==> src/rtl/bcd_count_core.sv <==
`timescale 1ns/1ps
// bcd_count_core: debounces run/dir/clear buttons, divides the board clock into
// a count step enable, and keeps a wrapping two-digit packed-BCD up/down counter.
module bcd_count_core #(
  parameter int unsigned TICK_DIV  = 50_000_000,
  parameter int unsigned DB_CYCLES = 1_000_000
) (
  input  logic       clk_50MHz,
  input  logic       reset,
  input  logic       btn_run,
  input  logic       btn_dir,
  input  logic       btn_clr,
  output logic [7:0] count,
  output logic       running,
  output logic       dir_down,
  output logic       tick
);

  localparam int unsigned NB = 3;
  localparam int unsigned PW = (TICK_DIV > 1) ? $clog2(TICK_DIV) : 1;
  localparam int unsigned DW = (DB_CYCLES > 1) ? $clog2(DB_CYCLES) : 1;
  localparam logic [PW-1:0] PRESC_MAX = PW'(TICK_DIV - 1);
  localparam logic [DW-1:0] DB_MAX    = DW'(DB_CYCLES - 1);

  typedef enum logic {
    ST_STOP = 1'b0,
    ST_RUN  = 1'b1
  } state_t;

  logic [NB-1:0] r_sync1;
  logic [NB-1:0] r_sync2;
  logic [NB-1:0] w_press;
  logic          w_run_p;
  logic          w_dir_p;
  logic          w_clr_p;

  state_t        r_state;
  state_t        w_state_next;
  logic [PW-1:0] r_presc;
  logic [PW-1:0] w_presc_next;
  logic          w_step;

  logic [7:0]    r_count;
  logic [7:0]    w_count_step;
  logic [7:0]    w_count_next;
  logic [3:0]    w_ones;
  logic [3:0]    w_tens;
  logic          r_tick;
  logic          r_running;
  logic          r_dir;

  // Bit order: 0 = run, 1 = dir, 2 = clear.
  always_ff @(posedge clk_50MHz or posedge reset) begin
    if (reset) begin
      r_sync1 <= '0;
      r_sync2 <= '0;
    end else begin
      r_sync1 <= {btn_clr, btn_dir, btn_run};
      r_sync2 <= r_sync1;
    end
  end

  // Press pulse fires in the cycle the debounced level is about to rise.
  for (genvar gi = 0; gi < NB; gi++) begin : g_db
    logic [DW-1:0] r_cnt;
    logic          r_lvl;

    always_ff @(posedge clk_50MHz or posedge reset) begin
      if (reset) begin
        r_cnt <= '0;
        r_lvl <= 1'b0;
      end else if (r_sync2[gi] == r_lvl) begin
        r_cnt <= '0;
      end else if (r_cnt == DB_MAX) begin
        r_lvl <= r_sync2[gi];
        r_cnt <= '0;
      end else begin
        r_cnt <= r_cnt + DW'(1);
      end
    end

    assign w_press[gi] = r_sync2[gi] & ~r_lvl & (r_cnt == DB_MAX);
  end

  assign w_run_p = w_press[0];
  assign w_dir_p = w_press[1];
  assign w_clr_p = w_press[2];

  // Next state and prescaler; clear overrides run and suppresses any step.
  always_comb begin
    w_state_next = r_state;
    w_presc_next = r_presc;
    w_step       = 1'b0;
    if (w_clr_p) begin
      w_state_next = ST_STOP;
      w_presc_next = '0;
    end else begin
      if (r_state == ST_RUN) begin
        if (r_presc == PRESC_MAX) begin
          w_presc_next = '0;
          w_step       = 1'b1;
        end else begin
          w_presc_next = r_presc + PW'(1);
        end
      end
      if (w_run_p) begin
        w_state_next = (r_state == ST_RUN) ? ST_STOP : ST_RUN;
      end
    end
  end

  assign w_ones = r_count[3:0];
  assign w_tens = r_count[7:4];

  // One BCD step in the current direction, wrapping 99<->00.
  always_comb begin
    w_count_step = r_count;
    if (!r_dir) begin
      if (w_ones == 4'd9) begin
        w_count_step[3:0] = 4'd0;
        w_count_step[7:4] = (w_tens == 4'd9) ? 4'd0 : w_tens + 4'd1;
      end else begin
        w_count_step[3:0] = w_ones + 4'd1;
      end
    end else begin
      if (w_ones == 4'd0) begin
        w_count_step[3:0] = 4'd9;
        w_count_step[7:4] = (w_tens == 4'd0) ? 4'd9 : w_tens - 4'd1;
      end else begin
        w_count_step[3:0] = w_ones - 4'd1;
      end
    end
  end

  assign w_count_next = w_clr_p ? 8'h00 : (w_step ? w_count_step : r_count);

  always_ff @(posedge clk_50MHz or posedge reset) begin
    if (reset) begin
      r_state   <= ST_STOP;
      r_presc   <= '0;
      r_count   <= 8'h00;
      r_tick    <= 1'b0;
      r_running <= 1'b0;
      r_dir     <= 1'b0;
    end else begin
      r_state   <= w_state_next;
      r_presc   <= w_presc_next;
      r_count   <= w_count_next;
      r_tick    <= w_step;
      r_running <= (w_state_next == ST_RUN);
      r_dir     <= r_dir ^ w_dir_p;
    end
  end

  assign count    = r_count;
  assign running  = r_running;
  assign dir_down = r_dir;
  assign tick     = r_tick;

endmodule

==> config.mk <==
export PLATFORM = sky130hd
export DESIGN_NAME = bcd_count_core
export DESIGN_NICKNAME = d
export VERILOG_FILES = /design/src/rtl/bcd_count_core.sv
export SDC_FILE = /design/constraint.sdc
export NUM_CORES = 1
export LEC_CHECK = 0
export ABC_AREA = 1
export BUFFER_PORTS_ARGS = -buffer_cell sky130_fd_sc_hd__buf_4
export CAP_MARGIN = 10
export CORE_ASPECT_RATIO = 0.75
export CORE_UTILIZATION = 55
export DETAILED_ROUTE_END_ITERATION = 8
export MAX_ROUTING_LAYER = met4
export PLACE_DENSITY_LB_ADDON = 0.12
export SLEW_MARGIN = 30
export SYNTH_ARGS = -nofsm -noshare
export SYNTH_HDL_FRONTEND = slang
export SYNTH_SLANG_ARGS = --single-unit
==> constraint.sdc <==
create_clock -name clk_50MHz -period 4.6 [get_ports clk_50MHz]
set_input_delay 0.92 -clock clk_50MHz [delete_from_list [all_inputs] [get_ports clk_50MHz]]
set_output_delay 0.92 -clock clk_50MHz [all_outputs]
set_load 0.05 [all_outputs]
=== Yosys cells after proc, flatten, opt, wreduce, memory -nomap -nowiden ===
Index checks and enable logic that the tools add are counted.

* Add/sub/neg operators: 8
* Equality and inequality tests: 10
* Multiplexer cells: 24
* Bitwise operators: 13
* Reduce and logical (&&, ||, !) cells: 10

{| class="wikitable"
|+ Operators with widths
! cell !! count
|-
| 20-bit 2-to-1 mux || 6
|-
| 26-bit 2-to-1 mux || 3
|-
| 20-bit by 1-bit adder with 20-bit output, second input constant || 3
|-
| 20-bit equality test, second input constant || 3
|-
| 26-bit by 1-bit adder with 26-bit output, second input constant || 1
|-
| 26-bit equality test, second input constant || 1
|-
| 4-bit 2-to-1 mux || 6
|-
| 8-bit 2-to-1 mux || 3
|-
| 4-bit by 1-bit adder with 4-bit output, second input constant || 2
|-
| 4-bit equality test, second input constant || 2
|-
| 4-bit zero test || 2
|-
| 4-bit by 1-bit subtractor with 4-bit output, second input constant || 2
|-
| 1-bit AND || 6
|-
| 1-bit 2-to-1 mux || 6
|-
| 1-bit NOT || 6
|-
| 2-bit AND reduction || 3
|-
| 2-bit nonzero test || 3
|-
| 1-bit equality test || 3
|-
| 3-bit by 2-bit != test with 1-bit output, second input constant || 1
|-
| 3-bit AND reduction || 1
|-
| 3-bit nonzero test || 1
|-
| 1-bit bitwise XOR || 1
|}

* Register bits: 106
* Bits of input ports: 5
* Output and inout port bits: 11
* Word-level logic and storage cells: 79

=== Longest topological paths before layout ===
Gate-level depths: netlist of run 1.

* Depth after elaboration: 6
* Gate-level depth with buffers: 13

=== Worst setup path before layout of run 1 ===
Ideal clock, no wire load.

* Kind: register to register
* Start: reg r_count[4], in the netlist count[4]
* End: reg r_count[5], in the netlist count[5]
* Library setup time: 66 ps
* Arrival time: 1692 ps
* Required time: 4534 ps
* Slack: 2842 ps
* Stages on the path, launching flop included: 12
* Buffers on the path: 0
* Clock period less this slack: 1758 ps
* Cells stage by stage: dfrtp_1 > inv_1 > ha_1 > nand3_1 > o21ai_0 > nand2_1 > nand2_1 > inv_1 > nand2_1 > inv_1 > nand4_1 > nand2_1

* Word-level cells in the longest chain between the ends: 6
* Elaborated cells between the ends (all ways): 11

{| class="wikitable"
|+ Ends and longest elaborated chain
! what !! line !! RTL
|-
| from (decl) || 43 || <nowiki>logic [7:0] r_count;</nowiki>
|-
| from (signal assigned) || 148 || <nowiki>r_count <= w_count_next;</nowiki>
|-
| 4-bit by 1-bit adder with 4-bit output (tied with other cells) || 121 || <nowiki>w_count_step[7:4] = (w_tens == 4'd9) ? 4'd0 : w_tens + 4'd1;</nowiki>
|-
| 4-bit 2-to-1 mux, on equally long branches || 121, 128 ||
|-
| 4-bit 2-to-1 mux, on equally long branches || 119, 126 ||
|-
| 8-bit 2-to-1 mux * || 118 || <nowiki>if (!r_dir) begin</nowiki>
|-
| 8-bit 2-to-1 mux * (2 in series) || 135 || <nowiki>assign w_count_next = w_clr_p ? 8'h00 : (w_step ? w_count_step : r_count);</nowiki>
|}

Every way passes the cells marked *; elsewhere a longest branch is shown, timed or not. The select of a mux whose other input is x is not followed.
A chain may end at the register's enable or synchronous reset.

=== Final worst setup path of run 1 ===
* Start: reg g_db[2].r_cnt[0]
* End: reg r_presc[5]

* Word-level cells in the longest chain between the ends: 3
* Elaborated cells between the ends (all ways): 4

{| class="wikitable"
|+ Ends and longest elaborated chain
! what !! line !! RTL
|-
| from (decl) || 65 || <nowiki>logic [DW-1:0] r_cnt;</nowiki>
|-
| from (signal assigned) || 78 || <nowiki>r_cnt <= r_cnt + DW'(1);</nowiki>
|-
| 20-bit equality test * || 82 || <nowiki>assign w_press[gi] = r_sync2[gi] & ~r_lvl & (r_cnt == DB_MAX);</nowiki>
|-
| 1-bit AND * || 82 ||
|-
| 26-bit 2-to-1 mux / 2-bit nonzero test (equally long branches) || -- ||
|-
| to (signal assigned) || 147 || <nowiki>r_presc <= w_presc_next;</nowiki>
|-
| to (decl) || 39 || <nowiki>logic [PW-1:0] r_presc;</nowiki>
|}

Every way passes the cells marked *; elsewhere a longest branch is shown, timed or not.

==> metrics.cfg, run 1 <==
[timing]
tightest_slew_ns = 0.712
period_needed_ns = 2.44
final-setup-viol-count = 0
finalCritPeriodShare_pct = 53.0
drv_slew = 0
setup_tns_ns = 0
hold_viol_final = 0
rsz0062_at_grt = false
worst_slack_ns = 2.16
fmax_ghz = 0.410
slew_headroom_pct = 52.5
finClkSkew_ns = 0.0100

[synth]
ys_ff_latch = 106
yosysSeqAreaShare_pct = 41.8
mappedNetlistArea_um2 = 6340
synthTopCellsByArea = dfrtp_1 42%, nand2_1 12%, nor2_1 7.9%, inv_1 6.3%, nand3_1 4.9%
synth_area_per_cell_um2 = 7.40
synth-async-reset-ratio_pct = 100
ys.flop_type = dfrtp_1
synth.largest_area_cell = dfrtp_1
synthCells = 857
synth_top_area_share_pct = 41.8
ys.warnings.count = 0
synthesis.nets = 876
synth_enable_flop_cells = 0
netlist-cell-type-count = 39

[die]
num_rows = 33
die-area_um2 = 12000
initial_core_util_pct = 57.3
ios = 16
die_w_um = 126
fp.coreArea_um2 = 11100
die_h_um = 95.0

[setup_path]
startpoint = g_db[2].r_cnt[0]
cpMaxStageDelayCell = nand4_4
cp-start-kind = register
worstReg2RegStart = g_db[2].r_cnt[0]
endpoint_kind = register
critPathBufInv = 1
cp.arrival_ns = 2.65
path_max_fanout = 32
worst_ep_required_time_ns = 4.82
r2r_slack_ns = 2.16
path_depth = 8
r2r_end = r_presc[5]
path_cells = ha_1 -> nand3_1 -> nor2_1 -> nand4_4 -> nand2_2 -> inv_2 -> nand2_1 -> o21ai_2
crit_path_max_incr_delay_ns = 0.45
reg2reg_depth = 8
crit_type = reg2reg
path_delay_family = simple AND/OR/NAND/NOR gates
cp-endpoint = r_presc[5]

[clock_tree]
cts_made_buffers = 9
cts_setup_buffers = 0
htreeDepth = 3
clock_path_buffers = 2
clock_latency_ns = 0.35
cts-root-buf = clkbuf_16
cts.sinks = 106
cts_resized = 0
cts.clk_slew.worst_paths_ns = 0.07
hold_buffers = 0
cts_tree = built

[power_and_ir_drop]
leakage_nw = 3.08
ir_worst_vdd_v = 0.000238
p_per_area_nw_per_um2 = 253
p_total_mw = 1.73

[final_layout]
drive_gt1_share_pct = 8.22
nets = 891
diodes = 0
nFillCells = 984
area_growth_pct = 7.71

[grt]
track_usage_pct = 26.0
antenna_found_initial = 0
grt_overflow = 0
grt_max_degree = 81
grt_pass1_vias = 4998
grt_pass1_wl_mm = 23.9

[hold_path]
hold_class = reg2reg

[placed_design]
io_buffer_count = 15
hpwl_mm = 10.3
place_congestion = 0.941
dpl_worst_slack_ns = 2.20

[route]
route.antenna.remaining_nets = 0
wl_per_cell_um = 13.7
drc_errors = 0
via_per_inst = 5.42
firstDrtPassIters = 5
via_count = 5511
drt_iter0_markers = 389
postRouteWirelength_mm = 13.9

[job]
maxCapViolations = 0

[outcome]
outcome = finished clean

-- worst min path at each step --
| stage | start | to | slack, ns | depth (start not counted) |
|---|---|---|---|---|
| 6_report | r_sync1[1] | r_sync2[1] | 0.35 | 0 |
| 5_1_grt | r_sync1[1] | r_sync2[1] | 0.36 | 0 |
| 4_1_cts | r_sync1[1] | r_sync2[1] | 0.35 | 0 |
| 3_5_place_dp | r_sync1[1] | r_sync2[1] | 0.33 | 0 |
| 3_3_place_gp | r_sync1[1] | r_sync2[1] | 0.34 | 0 |
| 2_1_floorplan | r_sync1[0] | r_sync2[0] | 0.33 | 0 |
-- metrics by stage --
step | instances | instance area (um^2) | util (%) | hold slack (ns)
floorplan | 857 | 6340 | - | 0.331
global placement | 1001 | 6550 | 59.2 | 0.335
detailed placement | 1001 | 6560 | 59.2 | 0.335
CTS | 1016 | 6830 | 61.7 | 0.351
global route | 1016 | 6830 | 61.7 | 0.357
finish | 1016 | 6830 | 61.7 | 0.350
-- routing by layer --
layer | vias to the layer above | routed length [um] | global-route usage, %
li1 | 2794 | - | -
met1 | 2567 | 7020 | 36.6
met2 | 136 | 5970 | 38.3
met3 | 14 | 729 | 4.59
met4 | 0 | 162 | 7.73
met5 | - | 0 | -
-- sequential cells by signal, indices dropped and copies added (netlist names) --
| register | flops |
|---|---|
| r_sync1 | 3 |
| dir_down | 1 |
| r_presc | 26 |
| g_db.r_lvl | 3 |
| r_sync2 | 3 |
| count | 8 |
| tick | 1 |
| running | 1 |
| g_db.r_cnt | 60 |
-- layout make-up --
type                    count  area, um^2  share of cell area [%]
multi-input cells         628        3190                    46.6
flip-flops and latches    106        2650                    38.8
inverters                 111         422                    6.17
clock buffers              10         239                    3.50
well taps                 140         175                    2.56
repair buffers             16         120                    1.76
clock inverters             5        38.8                   0.568
-- Yosys cell counts, types with 5 or more instances --
cell type,instances
o21ai_1,20
nand2_2,8
nand3_2,5
o21ai_0,21
nor3_1,27
xnor2_1,6
nor2_1,133
xor2_1,29
o21ai_2,5
nor2_2,7
buf_2,5
buf_6,5
inv_1,107
nand2_1,207
nand4_1,37
a21oi_1,18
dfrtp_1,106
nand3_1,62
ha_1,14
-- layout by cell type (no fill, tap or decap), types with 20 or more instances in the layout --
cell,count
xor2_1,29
inv_1,106
nand4_1,37
o21ai_1,20
dfrtp_1,106
nor3_1,27
nand3_1,62
nor2_1,133
nand2_1,207
o21ai_0,21
-- logic make-up (layout without fill, tap and decap cells) --
group           count (synthesis)  after routing  share of synthesized area [%]
buf+inv                       123            142                           7.97
flops                         106            106                           41.8
fa+ha+maj                      14             14                           2.76
compound gates                 73             73                           6.43
simple gates                  506            506                           36.2
xor+xnor                       35             35                           4.83
-- report_power, final --
part / switching (mW) / leakage (nW) / internal (mW) / total (mW)
logic: 0.0368 / 1.47 / 0.0131 / 0.0499
registers: 0.00676 / 1.46 / 0.940 / 0.947
clock network: 0.347 / 0.141 / 0.384 / 0.732
total: 0.391 / 3.08 / 1.34 / 1.73
Power figures use the tool's default switching activity.
==> run 2, diff against run 1 <==
Clock period 4.6 ns to 2.33 ns, I/O delays scaled along.
==> run 2 against run 1 <==
Compared with the run above:
- core utilization up 0.55 points
- sequential share of layout area down 0.35 points
- worst setup slack worse by 1.7 ns
- fmax up 28%
- critical endpoint is now count[7]
==> metrics.cfg, run 2 (synthesized netlist as in run 1, its figures left out) <==
[die]
die_w_um = 126
die-area_um2 = 12000
die_h_um = 95.0
ios = 16
num_rows = 33
initial_core_util_pct = 57.3
fp.coreArea_um2 = 11100

[setup_path]
worstReg2RegStart = g_db[2].r_cnt[0]
reg2reg_depth = 8
startpoint = g_db[2].r_cnt[0]
cp-start-kind = register
r2r_end = count[7]
endpoint_kind = register
cp.arrival_ns = 2.15
cp-endpoint = count[7]
crit_type = reg2reg
r2r_slack_ns = 0.42
path_max_fanout = 15
worst_ep_required_time_ns = 2.57

[placed_design]
hpwl_mm = 10.1
placed_area_um2 = 6600
io_buffer_count = 15
place_congestion = 0.975

[timing]
finalCritPeriodShare_pct = 81.9
fmax_ghz = 0.524
tightest_slew_ns = 0.568
period_needed_ns = 1.91
final-setup-viol-count = 0
rsz0062_at_grt = false
setup_tns_ns = 0
drv_slew = 0
slew_headroom_pct = 61.9
finClkSkew_ns = 0.00810
hold_viol_final = 0

[final_layout]
finalInstanceArea_um2 = 6890
final_core_util_pct = 62.3
mostFrequentLayoutCells = 207 x nand2_1, 133 x nor2_1, 106 x inv_1, 106 x dfrtp_1, 62 x nand3_1
drive_gt1_share_pct = 8.74
area_growth_pct = 8.68
largest-register = g_db.r_cnt
final_common_cell = nand2_1
largest_reg_flops = 60
nets = 895
diodes = 0
nFillCells = 992

[clock_tree]
cts_made_buffers = 9
clock_latency_ns = 0.35
cts.clk_slew.worst_paths_ns = 0.08
hold_buffers = 0
cts_setup_buffers = 0
cts-root-buf = clkbuf_16
cts_resized = 0
clock_path_buffers = 2
cts.sinks = 106
htreeDepth = 3
cts_tree = built

[job]
maxCapViolations = 0

[route]
drt_iter0_markers = 530
via_per_inst = 5.48
postRouteWirelength_mm = 13.8
firstDrtPassIters = 6
drc_errors = 0
route.antenna.remaining_nets = 0
wl_per_cell_um = 13.5
via_count = 5590

[outcome]
outcome = finished clean

[hold_path]
hold_class = in2reg
hold_start = btn_dir

[power_and_ir_drop]
p_total_mw = 3.47
ir_worst_vdd_v = 0.000382
leakage_nw = 3.10
p_per_area_nw_per_um2 = 503

[grt]
grt_max_degree = 107
grt_overflow = 0
antenna_found_initial = 0
track_usage_pct = 25.6
grt_pass1_wl_mm = 23.8
grt_pass1_vias = 5230

-- run 2: changes by cell type in the layout (fill, tap and decap cells not counted), sizes merged --
| cell | previous run | this run |
|---|---|---|
| clkinv | 4 | 3 |
| buf | 16 | 20 |
| clkinvlp | 0 | 2 |
-- run 2: stage by stage --
step / hold WS [ns] / setup WS (ns) / cells
2_1_floorplan: 0.331 / 0.572 / 857
3_3_place_gp: 0.332 / 0.527 / 1005
3_5_place_dp: 0.335 / 0.444 / 1005
4_1_cts: 0.205 / 0.423 / 1021
5_1_grt: 0.199 / 0.212 / 1021
6_report: 0.213 / 0.421 / 1021
-- run 2: critical path: stages, from the launching register on --
cell and delay, ns:
dfrtp_1 0.38, ha_1 0.19, nand3_1 0.13, nor2_1 0.24
nand4_4 0.28, nand2_2 0.30, nand3_2 0.14, nand2_1 0.08
nand2_1 0.06
-- run 2: report_power, final --
group / switching (mW) / total (mW) / internal [mW]
clock: 0.723 / 1.50 / 0.777
sequential: 0.0134 / 1.87 / 1.86
combinational: 0.0727 / 0.101 / 0.0283
-- run 2: per-layer routing --
layer / vias up / wire (um) / GRT usage [%]
met3: 24 / 830 / 4.87
met2: 168 / 5890 / 37.8
met4: 0 / 194 / 7.43
met1: 2601 / 6920 / 35.9
li1: 2797 / - / -
met5: - / 0 / -
-- run 2: worst min path at each step --
stage / end / cells after the start
4_1_cts: r_sync1[1] / 1
3_3_place_gp: r_sync2[0] / 0
3_5_place_dp: r_sync2[0] / 0
6_report: r_sync1[1] / 1
5_1_grt: r_sync1[1] / 1
2_1_floorplan: r_sync2[0] / 0
-- run 2: cell type report --
type / instances / area, um^2 / share of cell area, %
clock buffer: 10 / 239 / 3.47
clock inverter: 6 / 58.8 / 0.853
inverter: 111 / 420 / 6.10
multi-input combinational: 628 / 3190 / 46.2
sequential: 106 / 2650 / 38.5
tap: 140 / 175 / 2.54
timing repair buffer: 20 / 163 / 2.36
